**src/rtl/controler_pkg.sv**
```systemverilog
// controler_pkg: command, ULA and register-control encodings plus the FSM state type for seq_controler
package controler_pkg;

  localparam logic [3:0] C_CLR   = 4'd0;
  localparam logic [3:0] C_CLRLD = 4'd1;
  localparam logic [3:0] C_LOADX = 4'd2;
  localparam logic [3:0] C_ADD   = 4'd3;
  localparam logic [3:0] C_SUB   = 4'd4;
  localparam logic [3:0] C_MULT  = 4'd5;
  localparam logic [3:0] C_DIV   = 4'd6;
  localparam logic [3:0] C_MIN   = 4'd7;
  localparam logic [3:0] C_MAX   = 4'd8;
  localparam logic [3:0] C_DISP  = 4'd9;
  localparam logic [3:0] C_END   = 4'd10;

  localparam logic [3:0] U_ADD   = 4'd0;
  localparam logic [3:0] U_SUB   = 4'd1;
  localparam logic [3:0] U_COMP  = 4'd2;
  localparam logic [3:0] U_IGUAL = 4'd3;
  localparam logic [3:0] U_MAIOR = 4'd4;
  localparam logic [3:0] U_MENOR = 4'd5;
  localparam logic [3:0] U_AND   = 4'd6;
  localparam logic [3:0] U_OR    = 4'd7;
  localparam logic [3:0] U_MULT  = 4'd8;
  localparam logic [3:0] U_DIV   = 4'd9;

  localparam logic [2:0] R_HOLD  = 3'd0;
  localparam logic [2:0] R_RESET = 3'd1;
  localparam logic [2:0] R_LOAD  = 3'd2;
  localparam logic [2:0] R_SHL   = 3'd3;
  localparam logic [2:0] R_SHR   = 3'd4;

  typedef enum logic [2:0] {
    S_IDLE,
    S_EXEC,
    S_WAIT,
    S_ERR,
    S_HALT
  } state_t;

endpackage

```
**src/rtl/cmd_decode.sv**
```systemverilog
// cmd_decode: maps a calculator command to ULA/X/Y/Z controls plus multi-cycle and legality flags
//   cmd      in  4  command code
//   ula      out 4  ULA operation for the execute (or final) cycle
//   x, y, z  out 3  register controls for the execute (or final) cycle
//   is_multi out 1  command is stretched over several cycles (MULT/DIV)
//   is_legal out 1  command code is defined
module cmd_decode
  import controler_pkg::*;
(
  input  logic [3:0] cmd,
  output logic [3:0] ula,
  output logic [2:0] x,
  output logic [2:0] y,
  output logic [2:0] z,
  output logic       is_multi,
  output logic       is_legal
);
  always_comb begin
    ula      = U_ADD;
    x        = R_HOLD;
    y        = R_HOLD;
    z        = R_HOLD;
    is_multi = 1'b0;
    is_legal = 1'b1;
    case (cmd)
      C_CLR:   begin x = R_RESET; y = R_RESET; z = R_RESET; end
      C_CLRLD: begin x = R_LOAD; y = R_RESET; z = R_RESET; end
      C_LOADX: x = R_LOAD;
      C_ADD:   begin x = R_LOAD; y = R_LOAD; end
      C_SUB:   begin ula = U_SUB; x = R_LOAD; y = R_LOAD; end
      C_MULT:  begin ula = U_MULT; x = R_LOAD; y = R_LOAD; is_multi = 1'b1; end
      C_DIV:   begin ula = U_DIV; x = R_LOAD; y = R_LOAD; is_multi = 1'b1; end
      C_MIN:   begin ula = U_MENOR; x = R_LOAD; y = R_LOAD; end
      C_MAX:   begin ula = U_MAIOR; x = R_LOAD; y = R_LOAD; end
      C_DISP:  z = R_LOAD;
      C_END:   begin x = R_RESET; y = R_RESET; end
      default: is_legal = 1'b0;
    endcase
  end
endmodule

```
**src/rtl/seq_controler.sv**
```systemverilog
// seq_controler: handshaked command sequencer driving ULA and X/Y/Z register controls, with multi-cycle MULT/DIV, HALT and error pulses
//   clk, rst          clock, asynchronous active-high reset
//   cmd_valid, cmd    command handshake input (4-bit code)
//   cmd_ready         command accepted when high together with cmd_valid
//   tULA, tX, tY, tZ  registered ULA operation and register controls
//   op_done           pulse on the last execute cycle of an accepted command
//   err               pulse when an illegal or disallowed command is accepted
//   halted            high while halted after END
module seq_controler
  import controler_pkg::*;
#(
  parameter int MULT_CYC = 4,
  parameter int DIV_CYC  = 8,
  parameter int CNT_W    = 4
) (
  input  logic       clk,
  input  logic       rst,
  input  logic       cmd_valid,
  input  logic [3:0] cmd,
  output logic       cmd_ready,
  output logic [3:0] tULA,
  output logic [2:0] tX,
  output logic [2:0] tY,
  output logic [2:0] tZ,
  output logic       op_done,
  output logic       err,
  output logic       halted
);
  logic [3:0] d_ula;
  logic [2:0] d_x, d_y, d_z;
  logic d_multi, d_legal, acc, clr_cmd, last_now;
  logic [CNT_W-1:0] cnt, n_m1;
  state_t state;
  logic end_q, err_halt;

  cmd_decode u_dec (
    .cmd      (cmd),
    .ula      (d_ula),
    .x        (d_x),
    .y        (d_y),
    .z        (d_z),
    .is_multi (d_multi),
    .is_legal (d_legal)
  );

  assign acc      = cmd_valid & cmd_ready;
  assign clr_cmd  = (cmd == C_CLR) || (cmd == C_CLRLD);
  assign n_m1     = (cmd == C_MULT) ? CNT_W'(MULT_CYC - 1) : CNT_W'(DIV_CYC - 1);
  // a multi-cycle op with a single cycle loads X/Y straight away
  assign last_now = (n_m1 == '0);

  // Outputs are registered alongside the state, so every value is computed for the cycle being entered.
  always_ff @(posedge clk or posedge rst) begin
    if (rst) begin
      state     <= S_IDLE;
      cnt       <= '0;
      end_q     <= 1'b0;
      err_halt  <= 1'b0;
      cmd_ready <= 1'b1;
      tULA      <= U_ADD;
      tX        <= R_HOLD;
      tY        <= R_HOLD;
      tZ        <= R_HOLD;
      op_done   <= 1'b0;
      err       <= 1'b0;
      halted    <= 1'b0;
    end else begin
      op_done <= 1'b0;
      err     <= 1'b0;
      case (state)
        S_IDLE, S_HALT: begin
          if (acc) begin
            cmd_ready <= 1'b0;
            halted    <= 1'b0;
            end_q     <= (cmd == C_END);
            err_halt  <= (state == S_HALT);
            if (!d_legal || (state == S_HALT && !clr_cmd)) begin
              state <= S_ERR;
              err   <= 1'b1;
            end else if (d_multi) begin
              state   <= S_WAIT;
              cnt     <= n_m1;
              tULA    <= d_ula;
              tX      <= last_now ? R_LOAD : R_HOLD;
              tY      <= last_now ? R_LOAD : R_HOLD;
              tZ      <= d_z;
              op_done <= last_now;
            end else begin
              state   <= S_EXEC;
              tULA    <= d_ula;
              tX      <= d_x;
              tY      <= d_y;
              tZ      <= d_z;
              op_done <= 1'b1;
            end
          end
        end
        S_EXEC: begin
          state     <= end_q ? S_HALT : S_IDLE;
          halted    <= end_q;
          cmd_ready <= 1'b1;
          tULA      <= U_ADD;
          tX        <= R_HOLD;
          tY        <= R_HOLD;
          tZ        <= R_HOLD;
        end
        S_WAIT: begin
          if (cnt == '0) begin
            state     <= S_IDLE;
            cmd_ready <= 1'b1;
            tULA      <= U_ADD;
            tX        <= R_HOLD;
            tY        <= R_HOLD;
            tZ        <= R_HOLD;
          end else begin
            cnt     <= cnt - 1'b1;
            tX      <= (cnt == CNT_W'(1)) ? R_LOAD : R_HOLD;
            tY      <= (cnt == CNT_W'(1)) ? R_LOAD : R_HOLD;
            op_done <= (cnt == CNT_W'(1));
          end
        end
        S_ERR: begin
          state     <= err_halt ? S_HALT : S_IDLE;
          halted    <= err_halt;
          cmd_ready <= 1'b1;
        end
        default: begin
          state     <= S_IDLE;
          cmd_ready <= 1'b1;
          halted    <= 1'b0;
        end
      endcase
    end
  end
endmodule
```
**config.mk**
```make
export PLATFORM = sky130hd
export DESIGN_NAME = seq_controler
export DESIGN_NICKNAME = d
export VERILOG_FILES = /design/src/rtl/controler_pkg.sv /design/src/rtl/cmd_decode.sv /design/src/rtl/seq_controler.sv
export SDC_FILE = /design/constraint.sdc
export NUM_CORES = 1
export LEC_CHECK = 0
export CAP_MARGIN = 20
export CORE_AREA = 2 2 58 60
export CTS_BUF_LIST = sky130_fd_sc_hd__clkbuf_2 sky130_fd_sc_hd__clkbuf_4 sky130_fd_sc_hd__clkbuf_8
export CTS_CLUSTER_DIAMETER = 80
export DETAILED_ROUTE_END_ITERATION = 10
export DIE_AREA = 0 0 60 62
export PLACE_DENSITY = 0.7
export SLEW_MARGIN = 15
export SYNTH_ARGS = -nofsm -noshare
export SYNTH_HDL_FRONTEND = slang
export SYNTH_SLANG_ARGS = --single-unit
```
**constraint.sdc**
```tcl
create_clock -name clk -period 1.6 [get_ports clk]
set_clock_uncertainty 0.05 [all_clocks]
set_input_delay 0.24 -clock clk [delete_from_list [all_inputs] [get_ports clk]]
set_output_delay 0.24 -clock clk [all_outputs]
set_load 0.03 [all_outputs]
```
* Yosys cells after proc, flatten, opt, wreduce, memory -nomap -nowiden *
Index checks and enable logic that the tools add are counted.

word-level totals
  input bits = 7
  word-level logic and storage cells = 109
  output and inout bits = 17
  register bits after elaboration = 26

operators by class
  bitwise logic cells = 2
  reductions and logical operators = 25
  add/sub/neg operators = 1
  muxes and demuxes = 49
  eq/ne operators = 20

operator list
  operator                                              count
  2-to-1 mux 3 bit                                      13
  2-to-1 mux 4 bit                                      7
  case mux 3 bit (3 select lines)                       3
  case mux 4 bit (5 select lines)                       1
  equality test 4 x 3 -> 1 bit (second input constant)  4
  equality test 4 bit (second input constant)           3
  zero test 4 bit                                       3
  case mux 2 bit (2 select lines)                       3
  case mux 3 bit (4 select lines)                       1
  case mux 4 bit (3 select lines)                       1
  2-to-1 mux 1 bit                                      11
  OR reduction 11 bit                                   1
  2-to-1 mux 2 bit                                      5
  != test 2 bit (second input constant)                 5
  equality test 4 x 1 -> 1 bit (second input constant)  2
  equality test 4 x 2 -> 1 bit (second input constant)  2
  case mux 4 bit (2 select lines)                       1
  OR reduction 2 bit                                    4
  OR reduction 8 bit                                    1
  equality test 3 x 2 -> 1 bit (second input constant)  2
  AND reduction 2 bit                                   3
  OR reduction 6 bit                                    1
  AND reduction 5 bit                                   1
  case mux 1 bit (2 select lines)                       2
  15 further kinds                                      17

* Logic depth before layout (Yosys ltp) *
  depth in word-level cells = 8
  depth in mapped cells = 6
  gate-level depth less buffers = 5

* By module *
From an unflattened synthesis, not the netlist that was laid out.

unflattened totals
  cell total of the unflattened synthesis = 142
  area, all modules = 1546.5 µm²

modules (own cells, without submodules)
  module         instances  sequential area each (µm²)  area an instance (µm²)  cells each
  seq_controler  1          651.9                       1362.6                  113
  cmd_decode     1          0.0                         183.9                   29

* Least setup slack after synthesis *
OpenSTA, ideal clock, no wires.

  path type = flip-flop to flip-flop
  start point = register cmd_ready
  end point = register tZ[0]
  buffers on the path = 0
  arrival = 1595 ps
  cell stages (with the launch flop) = 5
  period minus slack after synthesis = 1777 ps
  data required time = 1418 ps
  setup slack = -177 ps
  library setup time = 132 ps
  path through = dfstp_2 nand4bb_1 a221o_1 a21oi_4 o32ai_1

between the ends
  longest elaborated chain between the ends = 3

ends and longest elaborated chain
  item                                  line                  source
  start, declared                       seq_controler.sv:20   output logic cmd_ready,
  start signal, assigned                seq_controler.sv:59   cmd_ready <= 1'b1;
  start signal, assigned                seq_controler.sv:73   cmd_ready <= 1'b0;
  start signal, assigned                seq_controler.sv:101  cmd_ready <= 1'b1;
  AND 1 bit                             seq_controler.sv:46   assign acc = cmd_valid & cmd_ready;
  != test 2 bit (no source line)        n/a
  AND reduction 4 bit (no source line)  n/a
  end signal, assigned                  seq_controler.sv:86   tZ <= d_z;
  end signal, assigned                  seq_controler.sv:93   tZ <= d_z;
  end, declared                         seq_controler.sv:24   output logic [2:0] tZ,

Every way passes these cells.
A chain may end at the register's enable or synchronous reset.

* Worst setup path after layout *
  start point = register state[1]
  end point = register tY[1]

between the ends
  longest elaborated chain between the ends = 5
  elaborated cells between the ends (all ways) = 12
  classes of those cells = 5 x eq/ne; 1 x mux; 6 x reduce/logical

ends and longest elaborated chain
  item                                  line                                      source
  start, declared                       seq_controler.sv:33                       state_t state;
  start signal, assigned                seq_controler.sv:99                       state <= end_q ? S_HALT : S_IDLE;
  start signal, assigned                seq_controler.sv:123                      state <= err_halt ? S_HALT : S_IDLE;
  equality test 3 bit                   seq_controler.sv:70, seq_controler.sv:77
  logical AND 1 bit                     seq_controler.sv:77                       if (!d_legal || (state == S_HALT && !clr_cmd)) begin
  logical OR 1 bit                      seq_controler.sv:77
  != test 2 bit (no source line)        n/a
  AND reduction 3 bit (no source line)  n/a
  end signal, assigned                  seq_controler.sv:85                       tY <= last_now ? R_LOAD : R_HOLD;
  end signal, assigned                  seq_controler.sv:92                       tY <= d_y;
  end signal, assigned                  seq_controler.sv:118                      tY <= (cnt == CNT_W'(1)) ? R_LOAD : R_HOLD;
  end, declared                         seq_controler.sv:23                       output logic [2:0] tY,

Several ways; a longest one is shown, not always the timed one.

==> impl_metrics.tcl <==
set metrics [dict create \
    ys_types 50 \
    crit_chain "buf_12 -> nor3b_4 -> a221o_2 -> nand2_2 -> o221a_4" \
    cp_data_required_time_ns 1.75 \
    fin_area_um2 1842 \
    vias 1152 \
    most-common-layout-cells "buf_4 (23), dfrtp_1 (19), dlygate4sd2_1 (16), nand2_1 (12), inv_1 (11)" \
    cts_inserted_buffers 3 \
    crit_arrival_ns 1.85 \
    r2r-start "state[1]$_DFFE_PP0P_" \
    numClockSinks 22 \
    cp_top_family "compound AO/OA/AOI/OAI gates" \
    hold_ws_ns 0.1876 \
    wl_per_cell_um 13.73 \
    path_class "flop to flop" \
    final_antenna_net_count 0 \
    core_area_um2 3179 \
    cts_root_buf "clkbuf_4" \
    ctsLongestPathBuffers 2 \
    seqCellArea_um2 554.3 \
    setup_tns_ns -0.7491 \
    power_density_nw_per_um2 516.4 \
    cp_max_fo 5 \
    die_y_um 62 \
    cap_violations 0 \
    synth_top_cell_by_area "dfrtp_1" \
    syn_to_final_growth_pct 39.79 \
    antenna_found_initial 0 \
    ir_drop_mv 0.3572 \
    maxSlewViolCount 0 \
    synth_seq_cells 22 \
    clk_latency_ns 0.31 \
    postSynthAreaPerCell_um2 9.411 \
    cp-start-kind "flop" \
    r2r_slack_ns -0.11 \
    cts_tree "built" \
    h-tree-depth 1 \
    grt_pass1_vias 1123 \
    drive_gt1_share_pct 33.33 \
    max_clock_freq_ghz 0.5862 \
    synth_top_area_share_pct 39.89 \
    synth_edf_count 0 \
    avgViaCountPerCell 5.097 \
    drcViolationCount 0 \
    path_clk_slew_ns 0.13 \
    synth_cells 140 \
    hp-class "input port to async pin" \
    ys.flop_type "dfrtp_1" \
    std_cell_rows 21 \
    layout.nets 191 \
    dpl-instance-area_um2 1687 \
    dp_worst_setup_slack_ns -0.4804 \
    grt_overflow 0 \
    multi_input_area_um2 764.5 \
    dp_hpwl_mm 2.194 \
    fp.dieW_um 60 \
    track_usage_pct 17.59 \
    violations "negative setup slack" \
    ios 24 \
    diodes 0 \
    end_kind "flop" \
    initial_core_util_pct 41.44 \
    netlist_area_um2 1318 \
    ys_async_sr_fraction_pct 100.0 \
    min_period_ns 1.706 \
    r2r-end "tY[1]$_DFFE_PP0P_" \
    grt_setup_unrepaired "yes" \
    routabilityCongestion 0.8562 \
    r2r_cells 5 \
    critical-path-slowest-cell "dfrtp_2" \
    fillerInstances 286 \
    final_util_pct 57.93 \
    p_leak_uw 0.0008855 \
    finalWorstSetupSlack_ns -0.1060 \
    hold_viol 0 \
    final_common_cell "buf_4" \
    synthTopCellsByArea "dfrtp_1 (40%), nand2_1 (4.6%), inv_1 (3.1%)" \
    grt_max_degree 23 \
    grt_pass1_wl_mm 4.981 \
    portBuffers 19 \
    ys_seq_area_share_pct 41.88 \
    drtIter0Drc 73 \
    dieArea_um2 3720 \
    setup_viol 14 \
    status "complete, but fails checks" \
    dr.pass1.iters 5 \
    worst-path-buf-inv 1 \
    ys_warn_count 0 \
    wirelength_mm 3.104 \
    critical_path.max_stage_delay_ns 0.46 \
    fin_crit_sh_pct 106.6 \
]
-- worst reg2reg max path: cells and delay by family, from the launching register on --
family	cells	cell delay [ns]
AND/OR/NAND/NOR	2	0.38
flip-flops	1	0.46
AO/OA/AOI/OAI	2	0.57
buffers and inverters	1	0.14
-- kinds of logic after synthesis --
kind of cell / Yosys count / share of synthesized area [%]
AND/OR/NAND/NOR: 49 / 20.32
AO/OA/AOI/OAI: 36 / 21.46
buffers and inverters: 23 / 8.927
flip-flops: 22 / 41.88
XOR/XNOR: 4 / 2.660
adder cells (fa/ha/maj): 3 / 2.849
multiplexers: 2 / 1.614
other: 1 / 0.2846
-- state kept, by name (all words and copies together) (netlist names) --
name and flops:
cmd_ready 1, cnt 4, end_q 1, err 1, err_halt 1, halted 1, op_done 1, state 3
tULA 3, tX 2, tY 2, tZ 2
-- synthesized netlist by cell type, drive strengths merged, types with 3 or more instances --
library cell	instances
dfrtp	21
nand2	16
inv	11
o21ai	9
a21oi	8
nor2	8
buf	7
clkbuf	5
nand3	4
a211oi	3
ha	3
nand3b	3
o211ai	3
-- metrics by stage --
step	instances	power (uW)
2_1_floorplan	143	640.7
3_3_place_gp	216	677.0
3_5_place_dp	216	678.4
4_1_cts	223	952.8
5_1_grt	226	996.2
6_report	226	951.2
-- power breakdown --
part | internal (uW) | switching (uW) | total [uW]
clock network | 114 | 169 | 283
registers | 556 | 0 | 556
logic | 45.8 | 65.9 | 112
total | 716 | 235 | 951
-- how the worst max path moves through the flow --
stage / cells past startpoint / end / startpoint / slack (ns)
floorplan: 6 / cnt[1]$_DFFE_PP0P_ / cmd[2] / -0.11
global placement: 5 / cnt[1]$_DFFE_PP0P_ / cmd[1] / -0.44
detailed placement: 5 / cnt[1]$_DFFE_PP0P_ / cmd[1] / -0.48
CTS: 4 / tULA[2]$_DFFE_PP0P_ / state[0]$_DFFE_PP0P_ / -0.07
global route: 4 / tZ[0]$_DFFE_PP0P_ / cmd_ready$_DFFE_PP1P_ / -0.15
finish: 5 / tY[1]$_DFFE_PP0P_ / state[1]$_DFFE_PP0P_ / -0.11
-- what timing repair did --
item | in CTS | in global routing
buffers inserted | 3 | 3
hold buffers | 0 | 0
pin swaps | 7 | 9
endpoints found under the hold margin | 0 | 0
setup endpoints to repair | 28 | 15
cloned | 0 | 0
gates resized for setup | 21 | 17
-- per-layer routing --
layer / vias to the layer above / track usage, % / share of wire, %
li1: 554 / - / -
met1: 562 / 22.38 / 46
met2: 32 / 31.21 / 49
met3: 4 / 2.277 / 3.4
met4: 0 / 5.397 / 1.6
met5: - / 0 / 0
-- area by class of cell --
class	count	area share, %
multi-input cells	98	41.51
flip-flops and latches	22	30.10
repair buffers	45	21.40
well taps	46	3.125
inverters	11	2.242
clock buffers	4	1.630
Note: power is estimated with default switching activity, not from simulation.
